`src/rtl/filt_cic_comp.sv`:
```
// CIC droop compensator: symmetric 7-tap FIR evaluated serially on a single
// multiplier, one output per accepted decimated sample.
module filt_cic_comp #(
    parameter int gp_inp_width  = 16,
    parameter int gp_oup_width  = 16,
    parameter int gp_coef_width = 12,
    parameter int gp_coef_frac  = 10,
    parameter int gp_c0         = -24,
    parameter int gp_c1         = 60,
    parameter int gp_c2         = -140,
    parameter int gp_c3         = 1232
) (
    input  logic                    i_clk,
    input  logic                    i_rst_an,
    input  logic                    i_ena,
    input  logic                    i_valid,
    input  logic [gp_inp_width-1:0] i_data,
    output logic [gp_oup_width-1:0] o_data,
    output logic                    o_valid,
    output logic                    o_busy,
    output logic                    o_overrun
);
    localparam int ACC_W  = gp_inp_width + gp_coef_width + 3;
    localparam int PROD_W = gp_inp_width + gp_coef_width;
    localparam int RND_W  = ACC_W + 1;
    localparam int SH_W   = RND_W - gp_coef_frac;

    localparam logic signed [gp_coef_width-1:0] C0 = gp_coef_width'(gp_c0);
    localparam logic signed [gp_coef_width-1:0] C1 = gp_coef_width'(gp_c1);
    localparam logic signed [gp_coef_width-1:0] C2 = gp_coef_width'(gp_c2);
    localparam logic signed [gp_coef_width-1:0] C3 = gp_coef_width'(gp_c3);
    localparam logic signed [RND_W-1:0] HALF = RND_W'(2 ** (gp_coef_frac - 1));
    localparam logic signed [SH_W-1:0] SMAX = SH_W'((2 ** (gp_oup_width - 1)) - 1);
    localparam logic signed [SH_W-1:0] SMIN = SH_W'(-(2 ** (gp_oup_width - 1)));

    typedef enum logic [1:0] {IDLE, MAC, OUT} state_t;

    state_t                          state;
    state_t                          state_nxt;
    logic                            accept;
    logic signed [gp_inp_width-1:0]  x [0:6];
    logic signed [ACC_W-1:0]         acc;
    logic [2:0]                      tap;
    logic signed [gp_coef_width-1:0] coef;
    logic signed [gp_inp_width-1:0]  samp;
    logic signed [PROD_W-1:0]        prod;
    logic signed [RND_W-1:0]         rnd;
    logic signed [SH_W-1:0]          shr;
    logic signed [gp_oup_width-1:0]  sat;

    always_ff @(posedge i_clk or negedge i_rst_an) begin
        if (!i_rst_an) begin
            state <= IDLE;
        end else begin
            state <= state_nxt;
        end
    end

    always_comb begin
        state_nxt = state;
        accept    = 1'b0;
        if (i_ena) begin
            unique case (state)
                IDLE: begin
                    if (i_valid) begin
                        accept    = 1'b1;
                        state_nxt = MAC;
                    end
                end
                MAC: begin
                    if (tap == 3'd6) begin
                        state_nxt = OUT;
                    end
                end
                OUT: state_nxt = IDLE;
                default: state_nxt = IDLE;
            endcase
        end
    end

    // Kernel is symmetric, so taps k and 6-k share a coefficient.
    always_comb begin
        coef = C3;
        samp = x[3];
        unique case (tap)
            3'd0: begin coef = C0; samp = x[0]; end
            3'd1: begin coef = C1; samp = x[1]; end
            3'd2: begin coef = C2; samp = x[2]; end
            3'd4: begin coef = C2; samp = x[4]; end
            3'd5: begin coef = C1; samp = x[5]; end
            3'd6: begin coef = C0; samp = x[6]; end
            default: begin coef = C3; samp = x[3]; end
        endcase
    end

    assign prod = coef * samp;

    always_comb begin
        rnd = RND_W'(acc) + HALF;
        shr = SH_W'(rnd >>> gp_coef_frac);
        if (shr > SMAX) begin
            sat = gp_oup_width'(SMAX);
        end else if (shr < SMIN) begin
            sat = gp_oup_width'(SMIN);
        end else begin
            sat = gp_oup_width'(shr);
        end
    end

    always_ff @(posedge i_clk or negedge i_rst_an) begin
        if (!i_rst_an) begin
            for (int i = 0; i < 7; i++) begin
                x[i] <= '0;
            end
            acc       <= '0;
            tap       <= '0;
            o_data    <= '0;
            o_valid   <= 1'b0;
            o_overrun <= 1'b0;
        end else begin
            o_valid <= 1'b0;
            if (i_ena) begin
                if (i_valid && state != IDLE) begin
                    o_overrun <= 1'b1;
                end
                if (accept) begin
                    x[0] <= i_data;
                    for (int i = 1; i < 7; i++) begin
                        x[i] <= x[i-1];
                    end
                    acc <= '0;
                    tap <= '0;
                end
                if (state == MAC) begin
                    acc <= acc + ACC_W'(prod);
                    tap <= (tap == 3'd6) ? 3'd0 : tap + 3'd1;
                end
                if (state == OUT) begin
                    o_data  <= sat;
                    o_valid <= 1'b1;
                end
            end
        end
    end

    assign o_busy = (state != IDLE);

endmodule

```
`config.mk`:
```
export PLATFORM = sky130hd
export DESIGN_NAME = filt_cic_comp
export DESIGN_NICKNAME = d
export VERILOG_FILES = /design/src/rtl/filt_cic_comp.sv
export SDC_FILE = /design/constraint.sdc
export NUM_CORES = 1
export LEC_CHECK = 0
export BUFFER_PORTS_ARGS = -buffer_cell sky130_fd_sc_hd__clkbuf_2
export CORE_ASPECT_RATIO = 0.6
export CORE_MARGIN = 2
export CORE_UTILIZATION = 40
export DETAILED_ROUTE_END_ITERATION = 16
export GPL_ROUTABILITY_DRIVEN = 0
export HOLD_SLACK_MARGIN = 0.05
export PLACE_DENSITY = 0.62
export SETUP_SLACK_MARGIN = 0.5
export SYNTH_ARGS = -nofsm -noshare
export SYNTH_HDL_FRONTEND = slang
export SYNTH_SLANG_ARGS = --single-unit
```
`constraint.sdc`:
```
create_clock -name i_clk -period 6.49 [get_ports i_clk]
set_input_delay 0.3245 -clock i_clk [delete_from_list [all_inputs] [get_ports i_clk]]
set_output_delay 0.3245 -clock i_clk [all_outputs]
set_load 0.01 [all_outputs]
```
**Word-level counts from Yosys, hierarchy flattened**

Cells that the tools add are included.

- Output and inout port bits: 19
- Flip-flop bits (word level): 166

- Multiplexer cells: 17
- Add/subtract/negate cells: 3
- Multiply operators: 1
- Reduce and logical (&&, ||, !) cells: 13
- Eq/ne operators: 9
- $lt $le $gt $ge: 2

Operators with widths:

| kind | number |
|---|---|
| $pmux W16 S6 | 1 |
| $mux W31 | 2 |
| $pmux W12 S3 | 1 |
| $add A31 B11 Y32 const B | 1 |
| $mux W16 | 2 |
| $add A31 B28 Y31 | 1 |
| $mul A12 B16 Y28 | 1 |
| $gt A22 B16 Y1 const B | 1 |
| $lt A22 B16 Y1 const B | 1 |
| $eq A3 B3 Y1 const B | 3 |
| $mux W3 | 3 |
| $reduce_and A2 Y1 | 4 |
| $reduce_or A2 Y1 | 3 |
| $mux W1 | 5 |
| $mux W2 | 2 |
| $pmux W2 S2 | 1 |
| $reduce_bool A2 Y1 | 2 |
| $add A3 B1 Y3 const B | 1 |
| $eq A3 B1 Y1 const B | 1 |
| $eq A3 B2 Y1 const B | 1 |
| $logic_not A3 Y1 | 1 |
| $reduce_and A3 Y1 | 1 |
| $eq A2 B1 Y1 const B | 1 |
| $eq A2 B2 Y1 const B | 1 |
| other kinds (4) | 4 |

**Depth between registers and ports, before layout**

Gate-level depths: netlist (run 1).

- Depth after elaboration: 6
- Mapped depth: 30
- Mapped depth without buffers: 27

**Worst setup path after synthesis (run 1)**

Ideal clock, no wire load.

- Kind: register to register
- Start: register tap[0]
- End: register acc[28]
- Slack: -313 ps
- Cell stages (with the launch flop): 27
- Arrival time: 6675 ps
- Period minus slack after synthesis: 6803 ps
- Required time: 6362 ps
- Path buffers: 6
- Cell sequence: dfrtp_1 buf_4 buf_2 clkbuf_1 clkbuf_1 nor2b_1 buf_1 nor2_1 fa_1 inv_1 fa_1 inv_1 fa_1 fa_1 fa_1 inv_1 fa_1 inv_1 ha_1 nand3_1 a21oi_1 o21ai_1 and3_1 clkbuf_1 o41ai_1 a21oi_1 mux2i_1

- Longest elaborated chain between the ends: 6

Ends and longest elaborated chain:

| item | RTL line | text |
|---|---|---|
| start, declared | 43 | `logic [2:0] tap;` |
| start signal, assigned | 136 | `tap <= (tap == 3'd6) ? 3'd0 : tap + 3'd1;` |
| $eq A3 B3 Y1 (tied with other cells) | 85 | `unique case (tap)` |
| $reduce_or A2 Y1 (no source line) | - |  |
| $pmux W12 S3 | 85 |  |
| $mul A12 B16 Y28 * | 96 | `assign prod = coef * samp;` |
| $add A31 B28 Y31 * | 135 | `acc <= acc + ACC_W'(prod);` |
| $mux W31 * | 134 | `if (state == MAC) begin` |
| end signal, assigned | 135 |  |
| end, declared | 42 | `logic signed [ACC_W-1:0] acc;` |

Mark *: on every way between the ends. The rest lies on a longest branch, timed or not.
A chain may end at the register's enable or synchronous reset.

**Final worst setup path (run 1)**

- Start: register tap[2]
- End: register acc[30]

Same word-level chain as after synthesis.

==> impl_metrics.ini, run 1 <==
[yosys]
synthArstFlopShare_pct = 100
synth_compound_area_share_pct = 8.72
synth_warnings = 0
synth_area_per_cell_um2 = 10.4
synth-edff-count = 0
syn-instance-count = 1403
ys.flop_type = dfrtp_1
syn_nets = 1696
synth_seq_cells = 164
synthAdderAreaFrac_pct = 32.2
synth_seq_area_share_pct = 28.0
synthMuxAreaShare_pct = 10.8
netlist_area_um2 = 14700
synth-xor-area-share_pct = 2.87
yosys.area_share.simple_pct = 10.5
synth_top_family_by_area = adder cells
synth.distinct_cells = 72

[timing]
max_slew_margin_pct = 30.7
clock-skew-final_ns = 0.0112
setup_viol = 0
fmax_mhz = 156
layout_worst_path_cycle_share_pct = 98.9
hold_slack_ns = 0.0989
rsz0062_at_grt = true
hold_violations = 0
slew_violations = 0
tightest_slew_ns = 1.04
min_period_ns = 6.42

[floorplan]
core_area_um2 = 36200
initial_core_util_pct = 40.5
dieArea_um2 = 38200
ios = 39
die_height_um = 152
dieWidth_um = 251
placementRows = 54

[min_path]
hold_class = in -> reg

[layout]
fin_nets = 1844
fillerInstances = 3344
area_delta_synth_final_pct = 21.8
final_layout_size_suffix_gt1_share_pct = 30.5
diodes = 0
fin_area_um2 = 17800

[placed_design]
portBuffers = 38
hpwl_um = 29300
placed_area_um2 = 16800

[setup_path]
path_max_fanout = 6
crit_arrival_ns = 6.76
worst_setup_path_start_kind = register
required_ns = 6.83
cp-end-kind = register
crit_type = reg -> reg

[global_route]
grt_max_degree = 84
grt_antenna_before_repair = 0
grt_pass1_vias = 11300
gr-usage-all-layers_pct = 20.6
grt_pass1_wl_um = 61500
grt_overflow = 0

[clock_network]
clk_latency_ns = 0.46
numCtsBuffers = 17
clockRootBuffer = clkbuf_16
cts_tree = yes
htree_levels = 4
clkSinkCount = 164
clock_path_buffers = 2
cts.clk_slew.worst_paths_ns = 0.07

[detailed_routing]
vias = 10700
post_drt_wl_per_cell_um = 18.0
drt_wl_total_um = 36800
drtIter0Drc = 645
ant_nets = 0
via_per_inst = 5.22
firstDrtPassIters = 5
drcViolationCount = 0

[run_status]
outcome = complete, no violations

[job]
drv_cap = 0
==> final timing paths <==
path                           start  endpoint  slack (ns)  cells past startpoint
max in group asynchronous   i_rst_an    tap[2]        4.39                      3
setup reg to reg              tap[2]   acc[30]        0.07                     23
min in group asynchronous   i_rst_an     x[49]        0.49                      2
hold reg to reg               acc[2]    acc[2]        0.49                      2
hold / removal             i_data[0]     x[96]         0.1                      2
setup / recovery              tap[2]   acc[30]        0.07                     23
==> cell type report <==
cell class              instances  area, µm²  share of cell area, %
clock buffers                  18        429                   2.40
clock inverters                14        163                  0.911
inverters                     203        762                   4.27
multi-input cells             979      10400                   58.0
flip-flops and latches        164       4110                   23.0
well taps                     476        596                   3.34
repair buffers                186       1430                   8.03
==> cell usage after synthesis (3+ instances only) <==
cell      number  area [µm²]
nor2b_1       15        93.8
a22oi_1       15         113
buf_4          4        30.0
a21oi_1       33         165
a31oi_1        7        43.8
nor2_1       115         432
and4_1         3        26.3
dfrtp_1      164        4100
nand3_1       26         130
nor4_1         4        25.0
mux2i_1       15         150
xor2_1        20         175
mux2_1         3        33.8
o31ai_1        5        37.5
clkbuf_1      34         128
or2_2          6        37.5
nand2b_1      11        68.8
a211oi_1       4        30.0
buf_1          4        15.0
inv_1        203         762
buf_2         14        70.1
o21a_1         7        52.6
o21ai_1       20         100
or3_1          3        18.8
mux2_2       115        1290
nand2_1      105         394
nor3_1         8        40.0
o21ai_0       26         130
a211oi_2       3        37.5
o211ai_1       3        22.5
nor3b_1        4        30.0
mux4_2         4        90.1
a21boi_0       8        60.1
nand4_1        6        37.5
o22ai_1        7        43.8
and2_1         6        37.5
or2_1          3        18.8
and3_1         7        43.8
o22a_1        20         175
ha_1         100        1250
xnor2_1       28         245
a21o_1         6        45.0
fa_1         173        3460
==> sequential cells by signal, summed over array words and instances, names as in the netlist <==
| signal | count |
|---|---|
| o_valid | 1 |
| o_data | 16 |
| state | 2 |
| acc | 29 |
| o_overrun | 1 |
| tap | 3 |
| x | 112 |
==> metal layers <==
layer  track usage (%)  share of wire (%)  vias up
met5                 0                  0        -
met4              4.76                1.3        0
met3              4.37                6.4       37
met2              29.8                 42      280
met1              31.6                 51     5414
li1                  -                  -     4927
==> cells in the final DEF, fill, tap and decap left out, types with 8 or more instances in the layout <==
master / n
xnor2_1: 27
fa_2: 12
dfrtp_1: 162
a22oi_1: 11
fa_1: 161
o21ai_1: 21
a21oi_1: 25
a21oi_2: 8
mux2_2: 115
o22a_1: 20
nor2_1: 100
nor2b_1: 12
ha_4: 23
xor2_1: 19
clkbuf_2: 37
buf_4: 134
nor2_2: 12
mux2i_1: 15
buf_12: 8
ha_1: 77
o21ai_0: 19
nand2b_1: 10
clkbuf_16: 17
inv_1: 197
nand2_1: 100
nand3_1: 21
==> stage by stage <==
stage          instances  utilization, %  setup slack, ns  setup TNS [ns]
2_1_floorplan       1403               -            0.419               0
3_3_place_gp        1989            46.3          -0.0414         -0.0414
3_5_place_dp        1989            46.3           -0.131          -0.158
4_1_cts             2033            48.7            0.147               0
5_1_grt             2040            49.3           -0.149           -1.05
6_report            2040            49.3           0.0717               0
==> worst max-delay path, cell delays in order (launching register included) <==
cell      delay [ns]
dfrtp_2         0.46
buf_4           0.14
nor2b_2         0.04
buf_4           0.16
a22oi_2         0.20
o22ai_2         0.12
a211o_1         0.28
buf_4           0.16
or2_1           0.26
fa_1            0.54
inv_1           0.05
fa_1            0.50
fa_1            0.44
fa_1            0.51
fa_1            0.42
ha_1            0.30
ha_1            0.33
a21o_1          0.20
a21oi_2         0.21
a221oi_2        0.10
a221oi_2        0.25
o21ai_1         0.12
and4_1          0.16
or3_1           0.35
==> cells by family after synthesis <==
family,Yosys count
buffers and inverters,260
AOI/OAI and AO/OA,187
muxes,138
and+or+nand+nor,333
DFF,164
adders and majority gates,273
xor gates and xnor gates,48
==> what timing repair did <==
item | 4_1_cts | 5_1_grt
gates resized for setup | 43 | 36
pin swaps | 27 | 13
setup endpoints to repair | 18 | 20
cloned | 0 | 0
hold buffers | 1 | 0
setup buffers | 11 | 7
hold endpoints to repair | 81 | 0
Power of run 1 is not shown: default switching activity piles up to over one toggle a cycle in this logic, so the estimate is an artifact.
==> inputs of run 2 (changes only) <==
--- a/config.mk
+++ b/config.mk
@@ -5,6 +5,7 @@
 export SDC_FILE = /design/constraint.sdc
 export NUM_CORES = 1
 export LEC_CHECK = 0
+export ABC_AREA = 1
 export BUFFER_PORTS_ARGS = -buffer_cell sky130_fd_sc_hd__clkbuf_2
 export CORE_ASPECT_RATIO = 0.6
 export CORE_MARGIN = 2
==> run 2 against run 1 <==
  * Clock skew increased by 0.0042 ns
  * Hold slack lost 0.034 ns
  * Flip-flop and latch count unchanged
  * Global-route usage rose by 2.4 points
  * Worst setup slack improved by 0.19 ns
  * Register-to-register slack improved by 0.19 ns
  * Clock-buffer cell count unchanged
  * Die area is 1.7% higher
==> impl_metrics.ini, run 2 <==
[yosys]
synth_top_family_by_area = adder cells
ys.flop_type = dfrtp_1
synthArstFlopShare_pct = 100
synthAdderAreaFrac_pct = 31.6
synth_area_leaders = dfrtp_1 (28%), fa_1 (23%), nand2_1 (10%)
synth_top_area_cell = dfrtp_1
synth_top_area_share_pct = 27.5
synth.most_common_cell = nand2_1
syn-instance-count = 1812
synth_area_per_cell_um2 = 8.23
synth_commonest_cells = nand2_1 (400), inv_1 (337), nor2_1 (184)
synth_warnings = 0
synth-xor-area-share_pct = 1.11
synth.distinct_cells = 51
synthMuxAreaShare_pct = 0
synth_compound_area_share_pct = 10.6
syn_nets = 2105
netlist_area_um2 = 14900
synth_seq_area_share_pct = 27.5
synth_seq_cells = 164
yosys.area_share.simple_pct = 18.8
synth-edff-count = 0

[min_path]
holdPathStages = 3
hold_class = in -> reg

[job]
drv_cap = 0

[detailed_routing]
post_drt_wl_per_cell_um = 17.4
drcViolationCount = 0
firstDrtPassIters = 5
drtIter0Drc = 1260
vias = 12900
via_per_inst = 5.12
drt_wl_total_um = 44000
ant_nets = 0

[setup_path]
path_max_fanout = 6
required_ns = 6.86
cp-startpoint = tap[1]
crit_arrival_ns = 6.60
reg2regPathDepth = 28
critPathMaxStageDelay_ns = 0.56
slowest_stage = fa_1
r2r_setup_slack_ns = 0.26
cp-end-kind = register
path_common_cell = fa_1
crit_type = reg -> reg
reg2reg_to = acc[20]
r2r-start = tap[1]
worst_setup_path_start_kind = register
crit_end = acc[20]

[global_route]
grt_antenna_before_repair = 1
gr-usage-all-layers_pct = 23.1
grt_overflow = 0
grt_pass1_vias = 13000
grt_pass1_wl_um = 69500
grt_max_degree = 114

[timing]
fmax_mhz = 161
setup_viol = 0
hold_violations = 0
fin_ws_ns = 0.264
max_slew_margin_pct = 20.8
rsz0062_at_grt = true
layout_worst_path_cycle_share_pct = 95.9
min_period_ns = 6.23
tightest_slew_ns = 1.19
clock-skew-final_ns = 0.0155
slew_violations = 0

[layout]
fin_nets = 2299
final_cell_mix = nand2_1 (354), inv_1 (314), fa_1 (162)
fin_util_pct = 53.2
layout_commonest_cell = nand2_1
diodes = 0
seq_area_um2 = 4110
fillerInstances = 3198
reg.largest.list = x: 112 flops, acc: 29 flops, o_data: 16 flops
area_delta_synth_final_pct = 30.4
top_register = x
multi_input_area_um2 = 11000
final_layout_size_suffix_gt1_share_pct = 29.2
largest_reg_flops = 112

[floorplan]
dieWidth_um = 253
placementRows = 54
die_height_um = 154
core_area_um2 = 36600
initial_core_util_pct = 40.8
dieArea_um2 = 38900
ios = 39

[placed_design]
dp_slack_ns = -0.173
hpwl_um = 31900
portBuffers = 38

[clock_network]
clkSinkCount = 164
htree_levels = 4
cts.clk_slew.worst_paths_ns = 0.07
clockRootBuffer = clkbuf_16
clk_latency_ns = 0.46
clock_path_buffers = 2
cts_tree = yes
numCtsBuffers = 17

[run_status]
outcome = complete, no violations
[run 2: changes by cell type after synthesis, moves of 21 or more]
| cell | delta |
|---|---|
| nor2_1 | +69 |
| o22ai_1 | +24 |
| nand2_1 | +295 |
| mux2_2 | -115 |
| o21ai_0 | +119 |
| xnor2_1 | -21 |
| inv_1 | +134 |
[run 2: layer usage]
metal  GRT usage [%]  part of all wire, %  vias to the layer above
li1                -                    -                     6008
met1            33.8                   46                     6381
met2            32.8                   42                      478
met3            7.84                   11                       56
met4            5.38                  1.7                        2
met5               0                0.030                        -
[run 2: logic make-up after synthesis]
| kind of cell | Yosys count |
|---|---|
| fa+ha+maj | 273 |
| xor+xnor | 18 |
| simple gates | 681 |
| compound gates | 275 |
| buf+inv | 401 |
| flops | 164 |
[run 2: area by class of cell]
cell class,instances,area share [%]
Multi-Input combinational cell,1247,56.5
Sequential cell,164,21.1
Timing Repair Buffer,226,9.28
Inverter,350,6.87
Tap cell,504,3.24
Clock buffer,18,2.21
Clock inverter,14,0.760
[run 2: per-stage QoR]
stage | hold WS [ns] | setup TNS, ns | cell area (µm²) | std cells
3_3_place_gp | 0.456 | -0.289 | 16300 | 2398
3_5_place_dp | 0.463 | -0.805 | 16300 | 2398
4_1_cts | 0.0504 | 0 | 18300 | 2487
5_1_grt | 0.0817 | -0.00186 | 19400 | 2523
6_report | 0.0647 | 0 | 19400 | 2523
2_1_floorplan | 0.0289 | 0 | 15000 | 1812
[run 2: timing repair]
item | in CTS | in global routing
hold buffers | 2 | 0
setup buffers | 54 | 35
resized for setup | 202 | 184
hold endpoints to repair | 56 | 0
pin swaps | 75 | 99
cloned | 1 | 1
endpoints found under the setup margin | 20 | 20
[run 2: how the worst min path moves through the flow]
stage | from | slack [ns] | to
finish | i_data[15] | 0.06 | x[111]
global route | i_data[15] | 0.08 | x[111]
CTS | i_data[15] | 0.05 | x[111]
detailed placement | o_overrun | 0.46 | o_overrun
global placement | x[0] | 0.46 | x[0]
floorplan | i_rst_an | 0.03 | acc[10]
[run 2: critical path, delay by kind of cell (launching register included)]
family                     cells  cell delay [ns]
DFF                            1             0.46
AOI/OAI and AO/OA              7             1.17
and+or+nand+nor                8             0.76
buffers and inverters          6             0.54
adders and majority gates      7             3.18
Power of run 2 is left out for the same reason.
==> inputs of run 3 (changes only) <==
--- a/config.mk
+++ b/config.mk
@@ -9,12 +9,12 @@
 export BUFFER_PORTS_ARGS = -buffer_cell sky130_fd_sc_hd__clkbuf_2
 export CORE_ASPECT_RATIO = 0.6
 export CORE_MARGIN = 2
-export CORE_UTILIZATION = 40
+export CORE_UTILIZATION = 50
 export DETAILED_ROUTE_END_ITERATION = 16
 export GPL_ROUTABILITY_DRIVEN = 0
 export HOLD_SLACK_MARGIN = 0.05
-export PLACE_DENSITY = 0.62
-export SETUP_SLACK_MARGIN = 0.5
+export PLACE_DENSITY = 0.74
+export SETUP_SLACK_MARGIN = 0.4
 export SYNTH_ARGS = -nofsm -noshare
 export SYNTH_HDL_FRONTEND = slang
 export SYNTH_SLANG_ARGS = --single-unit
==> run 3 against run 2 <==
  * Global-route usage up 5.6 points
  * Flip-flop and latch count unchanged
  * Sequential share of layout area up 1.1 points
==> impl_metrics.ini, run 3 (synthesis gave the netlist of run 2 again) <==
[detailed_routing]
vias = 13100
firstDrtPassIters = 6
drcViolationCount = 0
drt_wl_total_um = 43900
ant_nets = 0
via_per_inst = 5.51
drtIter0Drc = 1516
post_drt_wl_per_cell_um = 18.4

[clock_network]
cts_tree = yes
clockRootBuffer = clkbuf_16
clkSinkCount = 164
cts.clk_slew.worst_paths_ns = 0.07
clk_latency_ns = 0.47
numCtsBuffers = 17
htree_levels = 4
clock_path_buffers = 2

[floorplan]
die_height_um = 138
dieWidth_um = 227
initial_core_util_pct = 51.3
core_area_um2 = 29100
dieArea_um2 = 31300
ios = 39
placementRows = 48

[setup_path]
crit_arrival_ns = 6.82
required_ns = 6.86
critPathMaxStageDelay_ns = 0.55
crit_type = reg -> reg
slowest_stage = fa_1
cp-end-kind = register
reg2regPathDepth = 31
path_max_fanout = 6
worst_setup_path_start_kind = register
reg2reg_to = acc[22]
path_common_cell = fa_1
r2r_setup_slack_ns = 0.04
r2r-start = tap[1]

[min_path]
hold_class = in -> reg
worstHoldStart = i_data[15]
holdPathStages = 3
whs_endpoint = x[111]

[timing]
tightest_slew_ns = 1.19
min_period_ns = 6.45
clock-skew-final_ns = 0.0134
rsz0062_at_grt = true
setup_viol = 0
slew_violations = 0
tns_ns = 0
hold_violations = 0
fin_ws_ns = 0.0388
max_slew_margin_pct = 20.6
layout_worst_path_cycle_share_pct = 99.4
fmax_mhz = 155

[run_status]
outcome = complete, no violations

[placed_design]
dp_slack_ns = -0.0625
hpwl_um = 31100
portBuffers = 38
placed_area_um2 = 16200

[layout]
seq_area_um2 = 4110
layout_commonest_cell = nand2_1
fin_area_um2 = 18400
top_register = x
area_delta_synth_final_pct = 23.7
largest_reg_flops = 112
fin_nets = 2264
diodes = 0
fin_util_pct = 63.4
multi_input_area_um2 = 10400
final_cell_mix = nand2_1 (370), inv_1 (319), fa_1 (163)
fillerInstances = 2281
final_layout_size_suffix_gt1_share_pct = 24.4
reg.largest.list = x: 112 flops, acc: 29 flops, o_data: 16 flops

[global_route]
grt_antenna_before_repair = 1
grt_pass1_wl_um = 68200
grt_pass1_vias = 13100
grt_overflow = 0
gr-usage-all-layers_pct = 28.6
grt_max_degree = 88

[job]
drv_cap = 0
==> run 3: final cells by class <==
type                    instances  area share, %
clock buffers                  20           2.53
well taps                     400           2.71
inverters                     350           7.23
flip-flops and latches        164           22.3
repair buffers                191           8.18
clock inverters                12          0.835
multi-input cells            1247           56.2
==> run 3: worst max path at each step <==
stage	endpoint	startpoint	slack (ns)
CTS	acc[25]	tap[1]	0.32
global placement	acc[29]	tap[1]	-0.01
floorplan	acc[29]	tap[0]	0.40
detailed placement	acc[25]	tap[1]	-0.06
global route	acc[22]	tap[1]	-0.12
finish	acc[22]	tap[1]	0.04
==> run 3: per-layer routing <==
| layer | part of all wire (%) | track usage [%] | up-vias |
|---|---|---|---|
| met1 | 41 | 39.8 | 6400 |
| met5 | 0 | 0 | - |
| met3 | 13 | 11.2 | 111 |
| li1 | - | - | 5929 |
| met2 | 44 | 42.1 | 697 |
| met4 | 1.9 | 6.86 | 0 |
==> run 3: critical path: cells and delay by family (launching register included) <==
family / cells / cell delay, ns
simple gates: 10 / 0.99
fa+ha+maj: 7 / 3.35
compound gates: 6 / 0.90
buf+inv: 8 / 0.62
flops: 1 / 0.49
==> run 3: per-stage QoR <==
step | hold WS (ns) | std cells
global route | 0.0626 | 2384
finish | 0.0552 | 2384
detailed placement | 0.461 | 2301
floorplan | 0.0289 | 1812
CTS | 0.0525 | 2359
global placement | 0.455 | 2301
==> run 3: timing repair <==
action                                 4_1_cts  5_1_grt
pin swaps                                   49       81
setup endpoints to repair                   19       20
resized for setup                          127      145
cloned                                       2        0
endpoints found under the hold margin       86        0
hold buffers                                 1        0
setup buffers                               23       25
Power of run 3 is left out for the same reason.
